<file path="config.mk">
export PLATFORM = sky130hd
export DESIGN_NAME = dac_sigma_delta
export DESIGN_NICKNAME = d
export VERILOG_FILES = /design/src/rtl/dac_pkg.sv /design/src/rtl/dac_sd_channel.sv /design/src/rtl/dac_sigma_delta.sv
export SDC_FILE = /design/constraint.sdc
export NUM_CORES = 1
export LEC_CHECK = 0
export ABC_AREA = 1
export CORE_ASPECT_RATIO = 1.25
export CORE_MARGIN = 4
export CORE_UTILIZATION = 45
export CTS_BUF_LIST = sky130_fd_sc_hd__clkbuf_4 sky130_fd_sc_hd__clkbuf_8
export DETAILED_ROUTE_END_ITERATION = 6
export GPL_TIMING_DRIVEN = 0
export PLACE_DENSITY_LB_ADDON = 0.12
export SYNTH_ARGS = -nofsm -noshare
export SYNTH_HDL_FRONTEND = slang
export SYNTH_SLANG_ARGS = --single-unit
</file>
<file path="constraint.sdc">
create_clock -name clk -period 7.8 [get_ports clk]
set_clock_uncertainty 0.2 [all_clocks]
set_input_delay 1.56 -clock clk [delete_from_list [all_inputs] [get_ports clk]]
set_output_delay 1.56 -clock clk [all_outputs]
set_load 0.03 [all_outputs]
</file>
<file path="src/rtl/dac_pkg.sv">
// Shared types, widths and the clamped adder for the stereo sigma-delta DAC datapath.
package dac_pkg;

  localparam int unsigned DAC_DATA_WIDTH = 16;
  localparam int unsigned DAC_ACC_WIDTH  = 20;
  localparam int unsigned DAC_CNT_WIDTH  = 16;
  localparam int unsigned DAC_FS         = 1 << (DAC_DATA_WIDTH - 1);

  // Working width for integrator arithmetic; wide enough that no sum can wrap.
  localparam int unsigned DAC_SUM_W = 32;

  typedef logic signed [DAC_SUM_W-1:0] dac_sum_t;

  typedef enum logic {
    DAC_CH_L = 1'b0,
    DAC_CH_R = 1'b1
  } dac_ch_e;

  typedef struct packed {
    logic                 sat;
    logic [DAC_SUM_W-1:0] val;
  } dac_sat_t;

  // Clamp a + b to +/-(2^(acc_w-1)-1); sat reports whether clamping occurred.
  function automatic dac_sat_t sat_add(input dac_sum_t a, input dac_sum_t b,
                                       input int unsigned acc_w);
    dac_sat_t res;
    dac_sum_t s;
    dac_sum_t lim;
    s   = a + b;
    lim = (dac_sum_t'(1) <<< (acc_w - 1)) - dac_sum_t'(1);
    res.sat = 1'b1;
    if (s > lim) begin
      res.val = lim;
    end else if (s < -lim) begin
      res.val = -lim;
    end else begin
      res.val = s;
      res.sat = 1'b0;
    end
    return res;
  endfunction

endpackage

</file>
<file path="src/rtl/dac_sd_channel.sv">
// One 2nd-order sigma-delta modulator: two clamped integrators and a registered PDM bit.
module dac_sd_channel
  import dac_pkg::*;
#(
  parameter int unsigned DATA_WIDTH = DAC_DATA_WIDTH,
  parameter int unsigned ACC_WIDTH  = DAC_ACC_WIDTH
) (
  input  logic                 clk,
  input  logic                 resetn,
  input  logic [ACC_WIDTH-1:0] x,
  input  logic                 step,
  input  logic                 clear,
  output logic                 pdm,
  output logic                 sat
);

  localparam dac_sum_t FB_MAG = dac_sum_t'(1) <<< (DATA_WIDTH - 1);

  logic signed [ACC_WIDTH-1:0] r_i1;
  logic signed [ACC_WIDTH-1:0] r_i2;
  logic                        r_pdm;

  dac_sum_t w_x;
  dac_sum_t w_fb;
  dac_sat_t w_i1n;
  dac_sat_t w_i2n;

  // Second integrator consumes the already-updated first integrator (no delay).
  always_comb begin
    w_x   = dac_sum_t'($signed(x));
    w_fb  = r_pdm ? FB_MAG : -FB_MAG;
    w_i1n = sat_add(dac_sum_t'(r_i1), w_x - w_fb, ACC_WIDTH);
    w_i2n = sat_add(dac_sum_t'(r_i2), $signed(w_i1n.val) - w_fb, ACC_WIDTH);
  end

  always_ff @(posedge clk or negedge resetn) begin
    if (!resetn) begin
      r_i1  <= '0;
      r_i2  <= '0;
      r_pdm <= 1'b0;
    end else if (clear) begin
      r_i1  <= '0;
      r_i2  <= '0;
      r_pdm <= 1'b0;
    end else if (step) begin
      r_i1  <= w_i1n.val[ACC_WIDTH-1:0];
      r_i2  <= w_i2n.val[ACC_WIDTH-1:0];
      r_pdm <= ($signed(w_i2n.val) >= 0);
    end
  end

  always_comb begin
    pdm = r_pdm;
    sat = step & ~clear & (w_i1n.sat | w_i2n.sat);
  end

endmodule

</file>
<file path="src/rtl/dac_sigma_delta.sv">
// Stereo sigma-delta DAC datapath: L/R sample capture, mute, two modulators,
// sticky saturation flags and a committed-frame counter.
module dac_sigma_delta
  import dac_pkg::*;
#(
  parameter int unsigned DATA_WIDTH = DAC_DATA_WIDTH,
  parameter int unsigned ACC_WIDTH  = DAC_ACC_WIDTH,
  parameter int unsigned CNT_WIDTH  = DAC_CNT_WIDTH
) (
  input  logic                  clk,
  input  logic                  resetn,
  input  logic [DATA_WIDTH-1:0] sample_in,
  input  logic                  load_data,
  input  logic                  channel_sel,
  input  logic                  load_sigma,
  input  logic                  reset_sigma,
  input  logic                  mute,
  input  logic                  clr_status,
  output logic                  pdm_l,
  output logic                  pdm_r,
  output logic [1:0]            sat_flag,
  output logic [CNT_WIDTH-1:0]  frame_count
);

  if (ACC_WIDTH < DATA_WIDTH + 3) begin : g_bad_acc
    $error("dac_sigma_delta: ACC_WIDTH must be >= DATA_WIDTH+3");
  end

  logic [DATA_WIDTH-1:0] r_shadow_l;
  logic [DATA_WIDTH-1:0] r_active_l;
  logic [DATA_WIDTH-1:0] r_active_r;
  logic [CNT_WIDTH-1:0]  r_frame_count;
  logic [1:0]            r_sat_flag;

  dac_ch_e               w_ch;
  logic                  w_load_l;
  logic                  w_commit;
  logic [ACC_WIDTH-1:0]  w_x_l;
  logic [ACC_WIDTH-1:0]  w_x_r;
  logic                  w_pdm_l;
  logic                  w_pdm_r;
  logic                  w_sat_l;
  logic                  w_sat_r;

  always_comb begin
    w_ch     = dac_ch_e'(channel_sel);
    w_load_l = load_data && (w_ch == DAC_CH_L);
    w_commit = load_data && (w_ch == DAC_CH_R);
    w_x_l    = mute ? '0 : ACC_WIDTH'($signed(r_active_l));
    w_x_r    = mute ? '0 : ACC_WIDTH'($signed(r_active_r));
  end

  // An R strobe commits whatever sits in the L shadow, stale or not.
  always_ff @(posedge clk or negedge resetn) begin
    if (!resetn) begin
      r_shadow_l    <= '0;
      r_active_l    <= '0;
      r_active_r    <= '0;
      r_frame_count <= '0;
      r_sat_flag    <= '0;
    end else begin
      if (w_load_l) begin
        r_shadow_l <= sample_in;
      end
      if (w_commit) begin
        r_active_l    <= r_shadow_l;
        r_active_r    <= sample_in;
        r_frame_count <= r_frame_count + CNT_WIDTH'(1);
      end
      r_sat_flag <= (clr_status ? 2'b00 : r_sat_flag) | {w_sat_r, w_sat_l};
    end
  end

  dac_sd_channel #(
    .DATA_WIDTH (DATA_WIDTH),
    .ACC_WIDTH  (ACC_WIDTH)
  ) u_ch_l (
    .clk    (clk),
    .resetn (resetn),
    .x      (w_x_l),
    .step   (load_sigma),
    .clear  (reset_sigma),
    .pdm    (w_pdm_l),
    .sat    (w_sat_l)
  );

  dac_sd_channel #(
    .DATA_WIDTH (DATA_WIDTH),
    .ACC_WIDTH  (ACC_WIDTH)
  ) u_ch_r (
    .clk    (clk),
    .resetn (resetn),
    .x      (w_x_r),
    .step   (load_sigma),
    .clear  (reset_sigma),
    .pdm    (w_pdm_r),
    .sat    (w_sat_r)
  );

  always_comb begin
    pdm_l       = w_pdm_l;
    pdm_r       = w_pdm_r;
    sat_flag    = r_sat_flag;
    frame_count = r_frame_count;
  end

endmodule

</file>
; Yosys cells after proc, flatten, opt, wreduce, memory -nomap -nowiden
; Cells that the tools add are included.
[word_totals]
ff_bits = 148
output_inout_bits = 20
latch_bits = 0
input_bits = 24
mem_bits_ro = 0
mem_count = 0
ramBits = 0
[classes]
bitwise = 8
order_cmp = 10
n_mul = 0
eq_ne = 0
n_shift = 0
n_mux = 33
addsub = 9
n_reduce_logical = 3
div_mod_pow = 0
[op_table]
columns = op, n
row1 = 32-bit two-way mux, 10
row2 = 20-bit two-way mux, 10
row3 = 20-bit by 32-bit adder with 32-bit output, 4
row4 = 32-bit by 20-bit > comparator with 1-bit output (second input constant), 4
row5 = 32-bit by 20-bit less-than comparator with 1-bit output (second input constant), 4
row6 = 32-bit by 1-bit >= comparator with 1-bit output (second input constant), 2
row7 = 20-bit by 32-bit subtractor with 32-bit output, 2
row8 = 32-bit subtractor, 2
row9 = 16-bit by 1-bit adder with 16-bit output (second input constant), 1
row10 = 1-bit two-way mux, 12
row11 = 1-bit AND, 3
row12 = 1-bit logical AND, 2
row13 = 2-bit two-way mux, 1
row14 = 1-bit inverter, 2
row15 = 1-bit OR, 2
row16 = 2-bit OR, 1
row17 = 2-bit nonzero test, 1

; Longest topological paths before layout
[depth]
word_depth = 14
ltp_mapped = 50

; By module
; Synthesis repeated with hierarchy kept, for this count alone.
[unflattened]
cells_unflattened = 2629
hier_area_um2 = 16544.6
[modules_own_cells]
columns = mod, n_inst, area_per_inst_um2, seq_area_each_um2, cells_per_inst
row1 = dac_sd_channel (u_ch_r), 1, 6897.9, 1026.0, 1169
row2 = dac_sd_channel (u_ch_l), 1, 6720.2, 1026.0, 1106
row3 = dac_sigma_delta, 1, 2926.6, 1651.6, 354

; Worst setup path after synthesis
; No wires, ideal clock.
[synth_path]
path_type = input-to-reg
from = input port mute
to = register r_sat_flag[1] (netlist: sat_flag[1])
arrival_time_ps = 6466
path_buffers = 3
stages = 41
setup_slack_ps = 1017
path_cell_list = inv_1 -> clkbuf_1 -> buf_1 -> nand2_1 -> ha_1 -> inv_1 -> ha_1 -> a21oi_1 -> nand2_1 -> nand3_1 -> nand2_1 -> a21oi_2 -> o21ai_0 -> nand2_1 -> nand2_1 -> nor2_1 -> nand2_1 -> nand3_4 -> [5 not listed] -> inv_1 -> nand2_1 -> nand2_1 -> nand2_1 -> nand2_1 -> a21oi_1 -> nand2_1 -> nand2_1 -> nand3_1 -> nand2_2 -> inv_2 -> nor2_1 -> nand4_1 -> nand2_1 -> buf_4 -> nand3_1 -> nand2_1 -> nand2_1
[synth_via]
elab_chain_len = 14
elab_cells_between_ends = 18
cone_classes = add/sub (4) / order compare (4) / mux (7) / bitwise (3)
[synth_rtl]
columns = element, line_no
row1 = from (decl), dac_sigma_delta.sv:17  ; input logic mute,
row2 = 20-bit two-way mux (*), dac_sigma_delta.sv:50  ; w_x_r = mute ? '0 : ACC_WIDTH'($signed(r_active_r));
row3 = 20-bit by 32-bit subtractor with 32-bit output (*), dac_sd_channel.sv:32  ; w_i1n = sat_add(dac_sum_t'(r_i1), w_x - w_fb, ACC_WIDTH);
row4 = 20-bit by 32-bit adder with 32-bit output (*), dac_pkg.sv:30  ; s = a + b;
row5 = 32-bit by 20-bit less-than comparator with 1-bit output, dac_pkg.sv:35  ; end else if (s < -lim) begin
row6 = 32-bit two-way mux, dac_pkg.sv:35
row7 = 32-bit two-way mux, dac_pkg.sv:33  ; if (s > lim) begin
row8 = 32-bit subtractor, dac_sd_channel.sv:33  ; w_i2n = sat_add(dac_sum_t'(r_i2), $signed(w_i1n.val) - w_fb, ACC_WIDTH);
row9 = 20-bit by 32-bit adder with 32-bit output, dac_pkg.sv:30
row10 = 32-bit by 20-bit less-than comparator with 1-bit output, dac_pkg.sv:35
row11 = 1-bit two-way mux, dac_pkg.sv:35
row12 = 1-bit two-way mux, dac_pkg.sv:33
row13 = 1-bit OR (*), dac_sd_channel.sv:54  ; sat = step & ~clear & (w_i1n.sat | w_i2n.sat);
row14 = 1-bit AND (*), dac_sd_channel.sv:54
row15 = 2-bit OR (*), dac_sigma_delta.sv:70  ; r_sat_flag <= (clr_status ? 2'b00 : r_sat_flag) | {w_sat_r, w_sat_l};
row16 = to (signal assigned), dac_sigma_delta.sv:70
row17 = to (decl), dac_sigma_delta.sv:33  ; logic [1:0] r_sat_flag;
; Every way passes the cells marked *; elsewhere a longest branch is shown, timed or not.
; A chain may end at the register's enable or synchronous reset.

; Worst setup path in the final report
; Same ends and word-level chain as after synthesis.

==> Flow_metrics.wiki <==
{| class="wikitable"
! Metric !! Value
|-
| Most instantiated library cell after synthesis || sky130_fd_sc_hd__nand2_1
|-
| Routed vias/inst || 5.02
|-
| Top post-synthesis cells by count || sky130_fd_sc_hd__nand2_1 (825), sky130_fd_sc_hd__inv_1 (526), sky130_fd_sc_hd__ha_1 (167)
|-
| Number of nets still failing antenna checks after routing || 0
|-
| DRT Wirelength || 47.1 mm
|-
| Max Transition Viols Final || 0
|-
| DRC Markers || 0
|-
| Worst Hold Path EP || frame_count[15]$_DFFE_PN0P_
|-
| Number of cells traversed by the worst hold path || 1
|-
| Area growth from synthesis to layout || 13.9%
|-
| Antenna violations before repair || 0
|-
| Path type of the worst min-delay path || flip-flop to flip-flop
|-
| Placed wire-length estimate || 38.9 mm
|-
| Per-instance average area after synthesis || 6.46 sq um
|-
| Slew of the pin with the lowest slew margin || 1.24 ns
|-
| Number of endpoints with negative hold slack in the final report || 0
|-
| Die H || 222 um
|-
| Number of nets in the finished design || 2866
|-
| Rows || 78
|-
| Total number of vias || 15700
|-
| Cell types occupying the most area after synthesis || sky130_fd_sc_hd__dfrtp_1 (22%), sky130_fd_sc_hd__nand2_1 (19%), sky130_fd_sc_hd__ha_1 (13%)
|-
| Cell count of the worst reg-to-reg path || 32
|-
| Global route total overflow || 0
|-
| Clk slew on worst S/H paths || 0.10 ns
|-
| Clock sink count || 148
|-
| Maximum buffer depth of the clock tree || 2
|-
| Vias in the first global route || 15400
|-
| Die area || 39900 sq um
|-
| Number of detailed-routing iterations run before antenna repair || 5
|-
| Multiplexer area fraction after synthesis || 0%
|-
| Cells after synthesis || 2560
|-
| Cell accounting for the most synthesized area || sky130_fd_sc_hd__dfrtp_1
|-
| Maximum number of pins on one net before global-route repair || 96
|-
| Top FF cell, synth || sky130_fd_sc_hd__dfrtp_1
|-
| Crit end category || flip-flop
|-
| Required time reported for the critical path endpoint || 7.96 ns
|-
| Final worst-path cycle share || 95.3%
|-
| Layout cells sized above 1 || 11.6%
|-
| Path type of the worst setup path || input port to flip-flop
|-
| Root buffer selected by CTS || sky130_fd_sc_hd__clkbuf_8
|-
| Number of ports placed on the die boundary || 44
|-
| X dimension of the die || 179 um
|-
| Post-Synth XOR/XNOR Area || 3.50%
|-
| Startpoint Class || input port
|-
| Setup slack of the worst register-to-register path || 0.91 ns
|-
| Simple-gate share of the synthesized area || 31.6%
|-
| Setup TNS || 0 ns
|-
| Initial Util || 45.5%
|-
| Max-cap violations || 0
|-
| Combinational family with the most area after synthesis || simple AND/OR/NAND/NOR gates
|-
| Area share of the largest cell type after synthesis || 22.4%
|-
| Wire length of the first global-routing pass || 76.1 mm
|-
| RSZ-0062 raised after global routing || true
|-
| Total of endpoints with negative setup slack in the final report || 0
|-
| Minimum period implied by the final worst setup slack || 7.43 ns
|-
| Average wire per cell in the routed design || 15.0 um
|-
| Overall fraction of global-route tracks in use || 23.1%
|-
| Detailed Route Iter0 Violations || 793
|-
| CTS buffer count || 17
|-
| Worst hold path startpoint || frame_count[15]$_DFFE_PN0P_
|-
| Fraction of the yosys area taken by sequential cells || 22.4%
|-
| Outcome || finished, final reports clean
|-
| Number of register bits inferred by synthesis || 148
|-
| Critical-path maximum fanout || 10
|-
| Net count after synthesis || 2787
|-
| Compound-gate portion of the synthesized area || 11.6%
|-
| Final hold slack || 0.273 ns
|-
| H-tree Lvls || 4
|-
| YS warnings || 0
|-
| Library cells used by synthesis || 51
|-
| Synthesized area || 16500 sq um
|-
| Clock tree from TritonCTS || done
|-
| Fill cell instance count of the final layout || 3779
|-
| Maximum cell stage delay along the critical path || 0.44 ns
|-
| Cell with the biggest individual delay on the critical path || sky130_fd_sc_hd__fa_1
|-
| Slew headroom || 17.0%
|-
| Quantity of I/O buffers inserted on ports || 43
|-
| Crit path DAT || 7.59 ns
|-
| Number of antenna cells inserted || 0
|-
| Core area || 36300 sq um
|-
| Global placer's final weighted congestion || 0.937
|-
| Synthesized-area fraction occupied by adder cells || 17.0%
|-
| Most common cell type on the critical path || sky130_fd_sc_hd__nand2_1
|-
| Highest clock rate || 135 MHz
|-
| Reg-to-reg critical path endpoint || sat_flag[1]$_DFF_PN0_
|-
| Reg-to-Reg Start || u_ch_r.pdm$_DFFE_PN0P_
|-
| Count of flip-flops with a built-in enable after synthesis || 0
|-
| Latest clock arrival within the worst-skew pair || 0.47 ns
|-
| Async SR Flop Fraction || 100%
|}
## critical path, delay by kind of cell
kind,cells,cell delay (ns)
AOI/OAI and AO/OA,4,0.70
buffers and inverters,8,1.15
adders and majority gates,4,1.35
and+or+nand+nor,19,2.57
xor gates and xnor gates,1,0.25
## flip-flops by register name (all words and copies together) (netlist names)
name / count
u_ch_l.r_i1: 20
u_ch_l.r_i2: 20
u_ch_r.r_i1: 20
u_ch_r.r_i2: 20
frame_count: 16
r_active_l: 16
r_active_r: 16
r_shadow_l: 16
sat_flag: 2
u_ch_l.pdm: 1
u_ch_r.pdm: 1
## metrics by stage
step	worst slack [ns]	cell area, sq um	std cells	utilization (%)
floorplan	1.02	16500	2560	-
global placement	-1.41	17600	3083	48.4
detailed placement	-1.46	17600	3084	48.4
CTS	0.00988	18000	3117	49.7
global route	-0.0344	18800	3132	51.8
finish	0.369	18800	3132	51.8
## cell usage in the layout (no fill, tap or decap), drive strengths merged, types with 36 or more instances in the layout
| master | count |
|---|---|
| nand2 | 855 |
| inv | 547 |
| nor2 | 170 |
| ha | 167 |
| a21oi | 151 |
| dfrtp | 148 |
| nand3 | 129 |
| o21ai | 96 |
| xor2 | 49 |
| nand4 | 43 |
| clkdlybuf4s50 | 41 |
| clkbuf | 41 |
| buf | 37 |
| fa | 36 |
## cell families after synthesis
logic type,Yosys count
compound gates,310
xor+xnor,66
fa+ha+maj,203
buf+inv,585
flops,148
simple gates,1248
## routing by layer
metal	GRT usage, %	up-vias	share of wire [%]
met1	26.9	7304	42
li1	-	8114	-
met4	10.1	0	4.3
met3	2.21	88	2.1
met5	0	-	0
met2	42.8	230	51
## timing repair
action / CTS / global route
setup buffers: 1 / 13
endpoints found under the setup margin: 40 / 40
hold buffers: 0 / 0
pin swaps: 2 / 17
cloned: 0 / 2
gates resized for setup: 15 / 164
## cell type report
class,instances,area (sq um),share of cell area [%]
buffer,45,302,1.60
clock buffer,17,234,1.24
clock inverter,15,165,0.878
inverter,540,2030,10.8
multi-input combinational,1828,11200,59.4
sequential,148,3700,19.7
tap,480,601,3.19
timing repair buffer,59,601,3.19
## how the worst max path moves through the flow
stage | startpoint | to | slack [ns] | cells after the start
4_1_cts | mute | sat_flag[1]$_DFF_PN0_ | 0.01 | 39
5_1_grt | mute | sat_flag[0]$_DFF_PN0_ | -0.03 | 43
3_3_place_gp | resetn | u_ch_r.r_i1[11]$_DFFE_PN0P_ | -1.41 | 1
3_5_place_dp | mute | sat_flag[1]$_DFF_PN0_ | -1.46 | 40
6_report | mute | sat_flag[1]$_DFF_PN0_ | 0.37 | 36
2_1_floorplan | mute | sat_flag[1]$_DFF_PN0_ | 1.02 | 41
Power is left out: the tool's default activity adds up to more than one toggle a clock period on the data nets, which glitch-free logic cannot reach.
